## config.mk

```make
export PLATFORM = sky130hd
export DESIGN_NAME = bcd_up_counter_n_flat
export DESIGN_NICKNAME = d
export VERILOG_FILES = /design/src/rtl/bcd_up_counter_n_if.sv /design/src/rtl/bcd_up_counter_n.sv /design/src/flat_wrapper.sv
export SDC_FILE = /design/constraint.sdc
export NUM_CORES = 1
export LEC_CHECK = 0
export BUFFER_PORTS_ARGS = -buffer_cell sky130_fd_sc_hd__buf_4
export CORE_MARGIN = 5
export CORE_UTILIZATION = 42
export CTS_CLUSTER_SIZE = 20
export DETAILED_ROUTE_END_ITERATION = 10
export PLACE_DENSITY_LB_ADDON = 0.05
export SLEW_MARGIN = 20
export SYNTH_ARGS = -nofsm -noshare
export SYNTH_HDL_FRONTEND = slang
export SYNTH_SLANG_ARGS = --single-unit
```

## constraint.sdc

```tcl
create_clock -name clk_i -period 1.7 [get_ports clk_i]
set_clock_uncertainty 0.2 [all_clocks]
set_input_delay 0.17 -clock clk_i [delete_from_list [all_inputs] [get_ports clk_i]]
set_output_delay 0.17 -clock clk_i [all_outputs]
set_load 0.03 [all_outputs]
```

## src/rtl/bcd_up_counter_n_if.sv

```systemverilog
// Control/data bundle for the N-digit BCD up-counter.
// The master drives enable/load/data; the slave returns count, carry and error.
interface bcd_up_counter_n_if #(
  parameter int unsigned Digits = 2
);
  logic                  en;
  logic                  ld;
  logic [4*Digits-1:0]   d;
  logic [4*Digits-1:0]   q;
  logic                  co;
  logic                  err;

  modport master (
    output en,
    output ld,
    output d,
    input  q,
    input  co,
    input  err
  );

  modport slave (
    input  en,
    input  ld,
    input  d,
    output q,
    output co,
    output err
  );
endinterface

```

## src/rtl/bcd_up_counter_n.sv

```systemverilog
// Synchronous N-digit BCD up-counter with validated parallel load.
// co is a combinational ripple carry so instances cascade via co -> next en.
module bcd_up_counter_n #(
  parameter int unsigned Digits = 2
) (
  input  logic                  clk_i,
  input  logic                  mr_i,
  bcd_up_counter_n_if.slave     bus
);
  localparam int unsigned Width = 4 * Digits;

  logic [Width-1:0] q_q, q_d;
  logic             err_q, err_d;
  logic [Width-1:0] q_inc;
  logic [Digits:0]  carry;
  logic             d_valid;
  logic             all_nine;

  // Per-digit 4-bit increment; a digit >= 9 (including illegal codes) wraps to 0 and carries.
  always_comb begin
    q_inc    = q_q;
    carry    = '0;
    carry[0] = 1'b1;
    d_valid  = 1'b1;
    all_nine = 1'b1;
    for (int i = 0; i < int'(Digits); i++) begin
      if (carry[i]) begin
        if (q_q[4*i +: 4] >= 4'd9) begin
          q_inc[4*i +: 4] = 4'd0;
          carry[i+1]      = 1'b1;
        end else begin
          q_inc[4*i +: 4] = q_q[4*i +: 4] + 4'd1;
        end
      end
      if (bus.d[4*i +: 4] > 4'd9) begin
        d_valid = 1'b0;
      end
      if (q_q[4*i +: 4] != 4'd9) begin
        all_nine = 1'b0;
      end
    end
  end

  always_comb begin
    q_d   = q_q;
    err_d = 1'b0;
    if (mr_i) begin
      q_d = '0;
    end else if (bus.ld) begin
      if (d_valid) begin
        q_d = bus.d;
      end else begin
        err_d = 1'b1;
      end
    end else if (bus.en) begin
      q_d = q_inc;
    end
  end

  always_ff @(posedge clk_i) begin
    q_q   <= q_d;
    err_q <= err_d;
  end

  assign bus.q   = q_q;
  assign bus.err = err_q;
  assign bus.co  = bus.en & ~mr_i & all_nine;
endmodule

```

## src/flat_wrapper.sv

```systemverilog
// flat-port wrapper written by rule: the top's interface ports become plain ports
module bcd_up_counter_n_flat 
#(
  parameter int unsigned Digits = 2
)
  (clk_i, mr_i, bus_en, bus_ld, bus_d, bus_q, bus_co, bus_err);
  bcd_up_counter_n_if #(.Digits(Digits)) bus_i ();
  input  logic clk_i;
  input  logic mr_i;
  input wire logic [$bits(bus_i.en)-1:0] bus_en;
  input wire logic [$bits(bus_i.ld)-1:0] bus_ld;
  input wire logic [$bits(bus_i.d)-1:0] bus_d;
  output wire logic [$bits(bus_i.q)-1:0] bus_q;
  output wire logic [$bits(bus_i.co)-1:0] bus_co;
  output wire logic [$bits(bus_i.err)-1:0] bus_err;
  assign bus_i.en = bus_en;
  assign bus_i.ld = bus_ld;
  assign bus_i.d = bus_d;
  assign bus_q = bus_i.q;
  assign bus_co = bus_i.co;
  assign bus_err = bus_i.err;
  bcd_up_counter_n #(.Digits(Digits)) u_core (.clk_i(clk_i), .mr_i(mr_i), .bus(bus_i));
endmodule
```

==> reports/results.tsv <==
metric	value	unit
status	finished with violations	
violations	negative hold slack, negative setup slack	
crit_start	u_core.bus.q[4]	
fp.dieH	48.8	um
grt_pass1_vias	705	
ant_nets	0	
r2r-end	u_core.bus.q[6]	
cp.required	1.71	ns
wire_per_inst	15.2	um
fmax	560	MHz
maxSlewViolCount	0	
port_buffers	21	
insertion_delay	0.27	ns
netlist_instances	72	
critical_path.max_fanout	3	
crit_chain	inv_2, ha_1, or3b_4, a2111oi_4, o21bai_4, a21oi_1	
synth_area	632	um2
max_stage_delay	0.42	ns
cts.htree.levels	1	
root_buffer	clkbuf_4	
core_area	1470	um2
routed-wl-met2	870	um
worstPathArrival	1.80	ns
tightestPinTransition	0.413	ns
cts.sinks	9	
muxShareOfSynthArea	0	%
layout_setup_ws	-0.0854	ns
synth_compound_area_share	28.1	%
via_count	723	
die_w	48.8	um
remaining_drc_errors	0	
syn_to_final_growth	68.1	%
cts_tree	yes	
seqPwrFrac	35.0	%
dieArea	2380	um2
max_cap_viol_count	0	
drt-met1-wl	892	um
hold_class	input pin to flip-flop	
r2r.worst_path.cells	6	
power.share.clock	24.7	%
drt-initial-drc-count	6	
finalCriticalPeriod	1.79	ns
routabilityCongestion	0.817	
top_layer_used	met4	
dp_hpwl	1390	um
cts-buffers-inserted	3	
p_int	459	uW
grt_max_degree	15	
synth_top_area_cell	dfxtp_1	
ys_ff_latch	9	
slew_headroom	72.3	%
viasPerCell	5.78	
p_leak	0.000434	uW
min_path_cells	2	
crit_path_start_kind	flip-flop	
synth_area_leaders	dfxtp_1 29%, ha_1 12%, a21oi_1 6.3%, a2111oi_2 4.8%, a32oi_4 4.4%	
setup_viol	5	
synth_top_family_by_area	compound AO/OA/AOI/OAI gates	
row_count	14	
rsz0062_at_grt	true	
cp_slowest_cell	or3b_4	
cts_buffer_depth	2	
dr.pass1.iters	4	
finalNetCount	128	
dp_slack	-0.0951	ns
p_per_area	671	nW/um2
gr-total-overflow	0	
drive_above_1_share	55.0	%
synth-adder-area-share	11.9	%
crit_type	flip-flop to flip-flop	
grtUsageTotal	17.3	%
ys.warnings.count	0	
clkSlewWorstSetupHoldPaths	0.07	ns
fin_crit_sh	105	%
pin_count	22	
ys_seq_area_share	28.5	%
yosysTopAreaCellShare	28.5	%
synth_xor_area_share	2.77	%
syn_nets	90	
n_antenna_cell	0	
combinationalPowerShare	40.3	%
synth_cell_type_count	27	
path_buf_inv	1	
hold_ws	-0.0460	ns
yosys.area_share.simple	24.4	%
initial_core_util	42.9	%
p_sw	254	uW
holdPathEnd	u_core.bus.q[2]	
crit_family	compound AO/OA/AOI/OAI gates	
hold_violations	8	
grt_pass1_wl	3160	um
swShare	35.7	%
antenna_found_initial	0	
vdd_ir_drop_max	567	uV
r2r_slack	-0.09	ns
endpoint_kind	flip-flop	
reg2reg_from	u_core.bus.q[4]	
wl	1910	um
avgSynthCellArea	8.78	um2
hp-start	mr_i	
met3_length	113	um
## power groups by stage
stage          Combinational [uW]  Clock, uW  Sequential (uW)
5_1_grt                       311        202              252
4_1_cts                       281        183              250
3_5_place_dp                  259          0              251
2_1_floorplan                 109          0              293
3_3_place_gp                  258          0              251
6_report                      288        176              249
## worst max path at each step
stage / to / slack (ns) / cells past startpoint
finish: u_core.bus.q[6] / -0.09 / 6
global route: u_core.bus.q[6] / -0.18 / 6
CTS: u_core.bus.q[4] / -0.08 / 7
detailed placement: u_core.bus.q[4] / -0.1 / 6
global placement: u_core.bus.q[4] / -0.09 / 6
floorplan: u_core.bus.q[6] / -0.08 / 6
## logic make-up (layout without fill, tap and decap cells)
kind of cell | Yosys count | in the layout
AO/OA/AOI/OAI | 22 | 22
XOR/XNOR | 2 | 2
adder cells (fa/ha/maj) | 6 | 6
buffers and inverters | 7 | 44
flip-flops | 9 | 9
AND/OR/NAND/NOR | 26 | 26
## registers in the layout, indices dropped and copies added, names as in the netlist
| signal | cells |
|---|---|
| u_core.bus.q | 8 |
| u_core.bus.err | 1 |
## layout make-up
cell class	instances	area (um2)
repair buffers	35	278
flip-flops and latches	9	196
clock buffers	4	26.3
inverters	5	23.8
fillers	114	409
multi-input cells	56	518
well taps	16	20.0
## Yosys cell counts
| library cell | instances |
|---|---|
| inv_1 | 5 |
| and3_1 | 1 |
| o21bai_1 | 1 |
| and3b_1 | 1 |
| dfxtp_1 | 9 |
| nor2_1 | 3 |
| a32oi_4 | 1 |
| a211oi_1 | 3 |
| o21ai_1 | 2 |
| and2_1 | 1 |
| nand4b_1 | 1 |
| nor2b_1 | 2 |
| or3b_4 | 2 |
| nand2b_1 | 2 |
| nor4_1 | 3 |
| a21oi_1 | 8 |
| buf_2 | 1 |
| a2111oi_2 | 2 |
| xnor2_1 | 2 |
| clkbuf_1 | 1 |
| nor3_1 | 3 |
| o21ai_0 | 1 |
| a221oi_1 | 3 |
| a32oi_1 | 1 |
| nand3_1 | 4 |
| nand2_1 | 3 |
| ha_1 | 6 |
## per-layer routing
layer,vias up,global-route usage (%)
met2,21,25.2
met3,4,7.34
li1,350,-
met4,0,9.87
met1,348,21.1
met5,-,0
## stage by stage
stage | total power, uW | instance area, um2 | utilization (%) | instances | TNS (ns)
detailed placement | 511 | 962 | 65.4 | 119 | -0.278
floorplan | 402 | 703 | - | 72 | -0.330
finish | 713 | 1060 | 72.2 | 125 | -0.336
global placement | 509 | 962 | 65.4 | 119 | -0.196
global route | 765 | 1060 | 72.2 | 125 | -1.15
CTS | 713 | 1040 | 71.0 | 125 | -0.358
## placed cells by master, fill, tap and decap left out, types with 2 or more instances in the layout
cell type and instances:
inv_4 2, nor4_1 2, nand3_1 4, buf_6 4
dfxtp_4 4, a21oi_1 7, nand2b_1 2, ha_1 4
o21ai_1 3, dfxtp_1 4, or3b_4 2, buf_4 31
nor3_1 3, a221oi_1 2, xnor2_1 2, nand2_1 3
clkbuf_4 3, nor2_1 3, a211oi_1 2, ha_4 2
inv_2 2
## repair_timing
action | 4_1_cts | 5_1_grt
pin swaps | 7 | 4
setup buffers | 2 | 0
setup endpoints to repair | 7 | 9
resized for setup | 10 | 3
endpoints found under the hold margin | 8 | 8
No activity file was read; power rests on OpenSTA's default activity.
